$ cat src/rtl/cntseq_pkg.sv
// cntseq_pkg: shared command opcodes and sequencer states for counter_cmd_sequencer.
// Contents:
//   cmd_op_e    - command opcode carried on cmd_op (LOAD, UP, DOWN, WAIT)
//   seq_state_e - sequencer FSM state (IDLE, STEP, DONE)
//   CNTSEQ_N    - default counter/argument width
// The {op, arg} command struct is declared inside each module so that its
// argument field follows that module's N parameter.
package cntseq_pkg;

   localparam int unsigned CNTSEQ_N = 8;

   typedef enum logic [1:0] {
      OP_LOAD = 2'd0,
      OP_UP   = 2'd1,
      OP_DOWN = 2'd2,
      OP_WAIT = 2'd3
   } cmd_op_e;

   typedef enum logic [1:0] {
      S_IDLE = 2'd0,
      S_STEP = 2'd1,
      S_DONE = 2'd2
   } seq_state_e;

endpackage

$ cat src/rtl/cntseq_cmd_buf.sv
// cntseq_cmd_buf: one-entry command holding slot for counter_cmd_sequencer.
// Ports:
//   clk, reset        - clock, synchronous active-high reset
//   flush             - drop the held entry
//   wr, wr_data       - store an entry (only issued while the slot is empty)
//   rd                - release the held entry
//   full, rd_data     - slot occupied flag and held entry
module cntseq_cmd_buf
   import cntseq_pkg::*;
#(
   parameter int W = CNTSEQ_N + 2
) (
   input  logic         clk,
   input  logic         reset,
   input  logic         flush,
   input  logic         wr,
   input  logic [W-1:0] wr_data,
   input  logic         rd,
   output logic         full,
   output logic [W-1:0] rd_data
);

   always_ff @(posedge clk) begin
      if (reset || flush) full <= 1'b0;
      else if (wr)        full <= 1'b1;
      else if (rd)        full <= 1'b0;
      if (reset)   rd_data <= '0;
      else if (wr) rd_data <= wr_data;
   end

endmodule

$ cat src/rtl/counter_cmd_sequencer.sv
// counter_cmd_sequencer: expands LOAD/UP/DOWN/WAIT commands into per-cycle counter strobes.
// Optional feature: define CNTSEQ_CMD_BUF_EN to add a one-entry command buffer
// that lets a new command be accepted while one is executing.
// Ports:
//   clk, reset            - clock, synchronous active-high reset
//   cmd_valid/cmd_ready   - command handshake
//   cmd_op, cmd_arg       - opcode and argument (load value or step count K)
//   abort                 - cancel the running command and any buffered command
//   ctr_en, ctr_up_down, ctr_load, ctr_load_val - counter control strobes
//   busy, done, aborted   - status: not idle, completion pulse, abort acknowledge
//   steps_left            - steps remaining in the current command
module counter_cmd_sequencer
   import cntseq_pkg::*;
#(
   parameter int N = CNTSEQ_N
) (
   input  logic         clk,
   input  logic         reset,
   input  logic         cmd_valid,
   output logic         cmd_ready,
   input  logic [1:0]   cmd_op,
   input  logic [N-1:0] cmd_arg,
   input  logic         abort,
   output logic         ctr_en,
   output logic         ctr_up_down,
   output logic         ctr_load,
   output logic [N-1:0] ctr_load_val,
   output logic         busy,
   output logic         done,
   output logic         aborted,
   output logic [N-1:0] steps_left
);

   typedef struct packed {
      cmd_op_e      op;
      logic [N-1:0] arg;
   } cmd_t;

   seq_state_e   state, state_n;
   cmd_t         cur, in_cmd, launch, buf_data;
   logic [N-1:0] steps_n, launch_k;
   logic         accept, go, buf_full, up_down_q, step;

   assign in_cmd = '{op: cmd_op_e'(cmd_op), arg: cmd_arg};
   assign accept = cmd_valid && cmd_ready;

`ifdef CNTSEQ_CMD_BUF_EN
   assign cmd_ready = !buf_full && !reset && !abort;

   // Commands arriving during STEP wait in the slot; outside STEP they start directly.
   cntseq_cmd_buf #(.W($bits(cmd_t))) u_buf (
      .clk     (clk),
      .reset   (reset),
      .flush   (abort),
      .wr      (accept && state == S_STEP),
      .wr_data (in_cmd),
      .rd      (go && buf_full),
      .full    (buf_full),
      .rd_data (buf_data)
   );
`else
   assign cmd_ready = state == S_IDLE && !reset && !abort;
   assign buf_full  = 1'b0;
   assign buf_data  = '0;
`endif

   // A held command has priority over the one on the interface.
   assign go       = state != S_STEP && !abort && (buf_full || accept);
   assign launch   = buf_full ? buf_data : in_cmd;
   assign launch_k = launch.op == OP_LOAD ? N'(1) : launch.arg;

   always_comb begin
      state_n = state;
      steps_n = steps_left;
      if (abort && state != S_IDLE) begin
         state_n = S_IDLE;
         steps_n = '0;
      end else if (go) begin
         state_n = launch_k == '0 ? S_DONE : S_STEP;
         steps_n = launch_k;
      end else if (state == S_STEP) begin
         state_n = steps_left == N'(1) ? S_DONE : S_STEP;
         steps_n = steps_left - N'(1);
      end else if (state == S_DONE) begin
         state_n = S_IDLE;
      end
   end

   always_ff @(posedge clk) begin
      if (reset) begin
         state      <= S_IDLE;
         steps_left <= '0;
         cur        <= '0;
         up_down_q  <= 1'b1;
         aborted    <= 1'b0;
      end else begin
         state      <= state_n;
         steps_left <= steps_n;
         aborted    <= abort && state != S_IDLE;
         if (go) cur <= launch;
         // Direction only changes when an UP/DOWN burst actually starts.
         if (go && launch_k != '0 && (launch.op == OP_UP || launch.op == OP_DOWN))
            up_down_q <= launch.op == OP_UP;
      end
   end

   assign step         = state == S_STEP;
   assign ctr_en       = step && cur.op != OP_WAIT;
   assign ctr_load     = step && cur.op == OP_LOAD;
   assign ctr_load_val = ctr_load ? cur.arg : '0;
   assign ctr_up_down  = up_down_q;
   assign busy         = state != S_IDLE;
   assign done         = state == S_DONE;

endmodule

$ cat config.mk
export PLATFORM = sky130hd
export DESIGN_NAME = counter_cmd_sequencer
export DESIGN_NICKNAME = d
export VERILOG_FILES = /design/src/rtl/cntseq_pkg.sv /design/src/rtl/cntseq_cmd_buf.sv /design/src/rtl/counter_cmd_sequencer.sv
export SDC_FILE = /design/constraint.sdc
export NUM_CORES = 1
export LEC_CHECK = 0
export CELL_PAD_IN_SITES_DETAIL_PLACEMENT = 2
export CELL_PAD_IN_SITES_GLOBAL_PLACEMENT = 2
export CORE_MARGIN = 10
export CORE_UTILIZATION = 28
export CTS_CLUSTER_SIZE = 20
export DETAILED_ROUTE_END_ITERATION = 8
export GPL_ROUTABILITY_DRIVEN = 0
export GPL_TIMING_DRIVEN = 0
export PLACE_DENSITY = 0.83
export SETUP_SLACK_MARGIN = 0.2
export SYNTH_ARGS = -nofsm -noshare
export SYNTH_HDL_FRONTEND = slang
export SYNTH_HIERARCHICAL = 1
export SYNTH_SLANG_ARGS = --single-unit
$ cat constraint.sdc
create_clock -name clk -period 2.8 [get_ports clk]
set_input_delay 0.56 -clock clk [delete_from_list [all_inputs] [get_ports clk]]
set_output_delay 0.56 -clock clk [all_outputs]
set_load 0.01 [all_outputs]
==> metrics.yaml <==
outcome:
  status: "finished, final reports clean"
timing:
  maxSlewHeadroom_pct: 72.4
  fmaxAchievable_mhz: 398
  finClkSkew_ns: 0.000997
  totalNegativeSetupSlack_ns: 0
  worst_pin_slew_ns: 0.414
  final-hold-violation-count: 0
  timing.final.setup_violations: 0
  layout_worst_path_cycle_share_pct: 89.8
  final_max_slew_viol_count: 0
  grt_setup_unrepaired: "yes"
  final.min_clock_period_ns: 2.51
die:
  die_width_um: 86.3
  core-area_sq_mm: 0.00429
  io-pin-count: 37
  rows: 24
  chipHeight_um: 86.3
  start_util_pct: 28.7
  full_die_area_sq_mm: 0.00745
logic_synthesis:
  syn_area_sq_mm: 0.00123
  ys.flop_type: "sky130_fd_sc_hd__dfxtp_1"
  post_synth_num_cell_types: 42
  synth_top_family_by_area: "simple AND/OR/NAND/NOR gates"
  synth_enable_flop_cells: 0
  syn_nets: 163
  synth.top_cells.by_area: "sky130_fd_sc_hd__dfxtp_1, sky130_fd_sc_hd__nand2_1, sky130_fd_sc_hd__nor4_4"
  ys_seq_area_share_pct: 35.8
  synth_cells: 145
  post_synth_xor_area_fraction_pct: 2.13
  synth.ff_latch_count: 22
  synth_adder_area_share_pct: 4.07
  synthMostInstantiatedCell: "sky130_fd_sc_hd__dfxtp_1"
  synthesis.yosys.warnings: 6
  syn_avg_cell_area_sq_um: 8.49
  synth.largest_area_cell: "sky130_fd_sc_hd__dfxtp_1"
  synthMuxAreaShare_pct: 0.813
  synthDominantCellAreaShare_pct: 35.8
  async_reset_ff_share_pct: 0
  synth-compound-area-share_pct: 15.1
  yosys-top-cells-count: "sky130_fd_sc_hd__dfxtp_1, sky130_fd_sc_hd__nand2_1, sky130_fd_sc_hd__nor2_1"
  synth-simple-area-share_pct: 36.7
drt:
  total_iterations_of_the_first_detailed_routing_run: 4
  wire_per_inst_um: 19.2
  wirelength_um: 4570
  dr.first_iter.drc_count: 31
  ant_nets: 0
  detailroute.via_count: 1246
  drt-vias-per-instance: 5.24
  drcViolationCount: 0
cts:
  cts_tree: "done"
  cts-buffers-inserted: 3
  cts_buffer_depth: 2
  clock_sinks: 22
  insertion_delay_ns: 0.27
  cts_hold_repair.buffers: 0
  cts.reportedPaths.clkPinSlew_ns: 0.08
  ctsHtreeMaxLevel: 1
  clockRootBuffer: "sky130_fd_sc_hd__clkbuf_8"
setup_path:
  critical_path_required_ns: 2.24
  worstSetupEndpointType: "output port"
  cp_max_fanout: 9
  cp-start-kind: "flop"
  worst-setup-path-type: "flop to output port"
  r2r_slack_ns: 1.19
  timing.critical_path.arrival_ns: 1.95
grt:
  grt.overflow.total: 0
  grt_first_pass_wirelength_um: 7650
  grt_max_degree: 13
  grt_pass1_vias: 1427
  grt.total_usage_pct: 12.6
  number_of_antenna_violations_at_the_first_check_in_global_routing: 0
pwr:
  clock_power_share_pct: 29.8
  p_per_area_mw_per_mm2: 461
  p_sw_uw: 240
  power_switching_share_pct: 30.1
  peakVddDrop_v: 0.000160
  seq_power_share_pct: 45.4
  reported_leakage_power_uw: 0.000715
  power_frac_comb_pct: 24.8
  power.internal_uw: 558
cells_and_area:
  antennaDiodeCount: 0
  area_growth_pct: 40.7
  finish.net_count: 205
  final_cells: 238
  final_instance_area_sq_mm: 0.00173
  filler_cell_count: 488
  final_layout_size_suffix_gt1_share_pct: 11.3
job:
  drv_cap: 0
placement:
  post-place-cells: 232
  port-buffer-count: 35
  dpl_cell_area_sq_mm: 0.00165
  dp_hpwl_um: 3520
hold_path:
  hold_path_class: "flop to flop"
[registers in the layout, indices dropped and copies added, names as in the netlist]
signal       flops
aborted          1
ctr_up_down      1
cur             10
steps_left       8
state            2
[cell usage in the layout (no fill, tap or decap), types with 2 or more instances in the layout]
| cell | synthesis | routed |
|---|---|---|
| sky130_fd_sc_hd__nor4_4 | 3 | 3 |
| sky130_fd_sc_hd__inv_1 | 5 | 5 |
| sky130_fd_sc_hd__and2_1 | 8 | 8 |
| sky130_fd_sc_hd__nand2b_1 | 2 | 2 |
| sky130_fd_sc_hd__o21ai_0 | 2 | 2 |
| sky130_fd_sc_hd__nor2b_1 | 2 | 2 |
| sky130_fd_sc_hd__a21oi_1 | 10 | 10 |
| sky130_fd_sc_hd__xnor2_1 | 2 | 2 |
| sky130_fd_sc_hd__dlygate4sd2_1 | 0 | 7 |
| sky130_fd_sc_hd__a211oi_1 | 2 | 2 |
| sky130_fd_sc_hd__clkdlybuf4s50_1 | 0 | 27 |
| sky130_fd_sc_hd__dfxtp_1 | 22 | 20 |
| sky130_fd_sc_hd__ha_1 | 4 | 4 |
| sky130_fd_sc_hd__dfxtp_2 | 0 | 2 |
| sky130_fd_sc_hd__a21o_1 | 2 | 2 |
| sky130_fd_sc_hd__buf_6 | 3 | 3 |
| sky130_fd_sc_hd__nand3_1 | 5 | 5 |
| sky130_fd_sc_hd__o21bai_1 | 3 | 3 |
| sky130_fd_sc_hd__a31oi_1 | 4 | 4 |
| sky130_fd_sc_hd__nor3_1 | 4 | 4 |
| sky130_fd_sc_hd__clkbuf_8 | 0 | 4 |
| sky130_fd_sc_hd__nand2_1 | 20 | 20 |
| sky130_fd_sc_hd__o21ai_1 | 2 | 2 |
| sky130_fd_sc_hd__nand3b_1 | 8 | 8 |
| sky130_fd_sc_hd__nor2_1 | 11 | 11 |
[power by group through the flow]
| stage | combinational [uW] | clock, uW | sequential, uW |
|---|---|---|---|
| floorplan | 98.8 | 0 | 369 |
| global placement | 184 | 0 | 367 |
| detailed placement | 192 | 0 | 369 |
| CTS | 199 | 243 | 363 |
| global route | 221 | 253 | 366 |
| finish | 198 | 238 | 363 |
[area by class of cell]
cell class / instances / area (sq um) / share of cell area (%)
multi-input cells: 112 / 731 / 42.2
well taps: 52 / 65.1 / 3.76
inverters: 5 / 18.8 / 1.08
clock buffers: 4 / 55.1 / 3.18
repair buffers: 37 / 372 / 21.5
flip-flops and latches: 22 / 443 / 25.6
plain buffers: 6 / 47.5 / 2.75
[layer usage]
| metal | up-vias | track usage (%) | share of wire, % |
|---|---|---|---|
| met3 | 7 | 4.60 | 7.9 |
| li1 | 591 | - | - |
| met4 | 0 | 2.95 | 1.1 |
| met5 | - | 0 | 0 |
| met1 | 608 | 14.1 | 43 |
| met2 | 40 | 22.1 | 48 |
[worst paths after layout]
path	depth (start not counted)	end	from
worst min-delay path	2	cur[7]	cur[7]
worst max register to register	5	steps_left[2]	steps_left[0]
worst min register to register	2	cur[7]	cur[7]
worst max-delay path	6	ctr_load_val[3]	state[1]
[metrics by stage]
step	utilization, %	setup slack [ns]	power (uW)	hold WS, ns
2_1_floorplan	-	1.03	467	0.432
3_3_place_gp	38.3	0.243	550	0.443
3_5_place_dp	38.3	0.206	561	0.463
4_1_cts	40.1	0.202	805	0.475
5_1_grt	40.3	0.169	839	0.504
6_report	40.3	0.286	799	0.468
[logic make-up after synthesis]
group	Yosys count
AND/OR/NAND/NOR	75
AO/OA/AOI/OAI	29
flip-flops	22
buffers and inverters	11
adder cells (fa/ha/maj)	4
XOR/XNOR	3
multiplexers	1
[worst max-delay path: stages, from the launching register on]
cell and delay, ns:
sky130_fd_sc_hd__dfxtp_2 0.37, sky130_fd_sc_hd__nand2b_1 0.15, sky130_fd_sc_hd__buf_2 0.20, sky130_fd_sc_hd__nor3_4 0.17, sky130_fd_sc_hd__buf_12 0.14, sky130_fd_sc_hd__and2_1 0.12, sky130_fd_sc_hd__clkdlybuf4s50_1 0.53
[what timing repair did]
action / in CTS / in global routing
pin swaps: 1 / 2
cloned: 0 / 0
resized for setup: 10 / 1
setup endpoints to repair: 9 / 2
buffers inserted: 1 / 1
(Power assumes the default switching activity.)
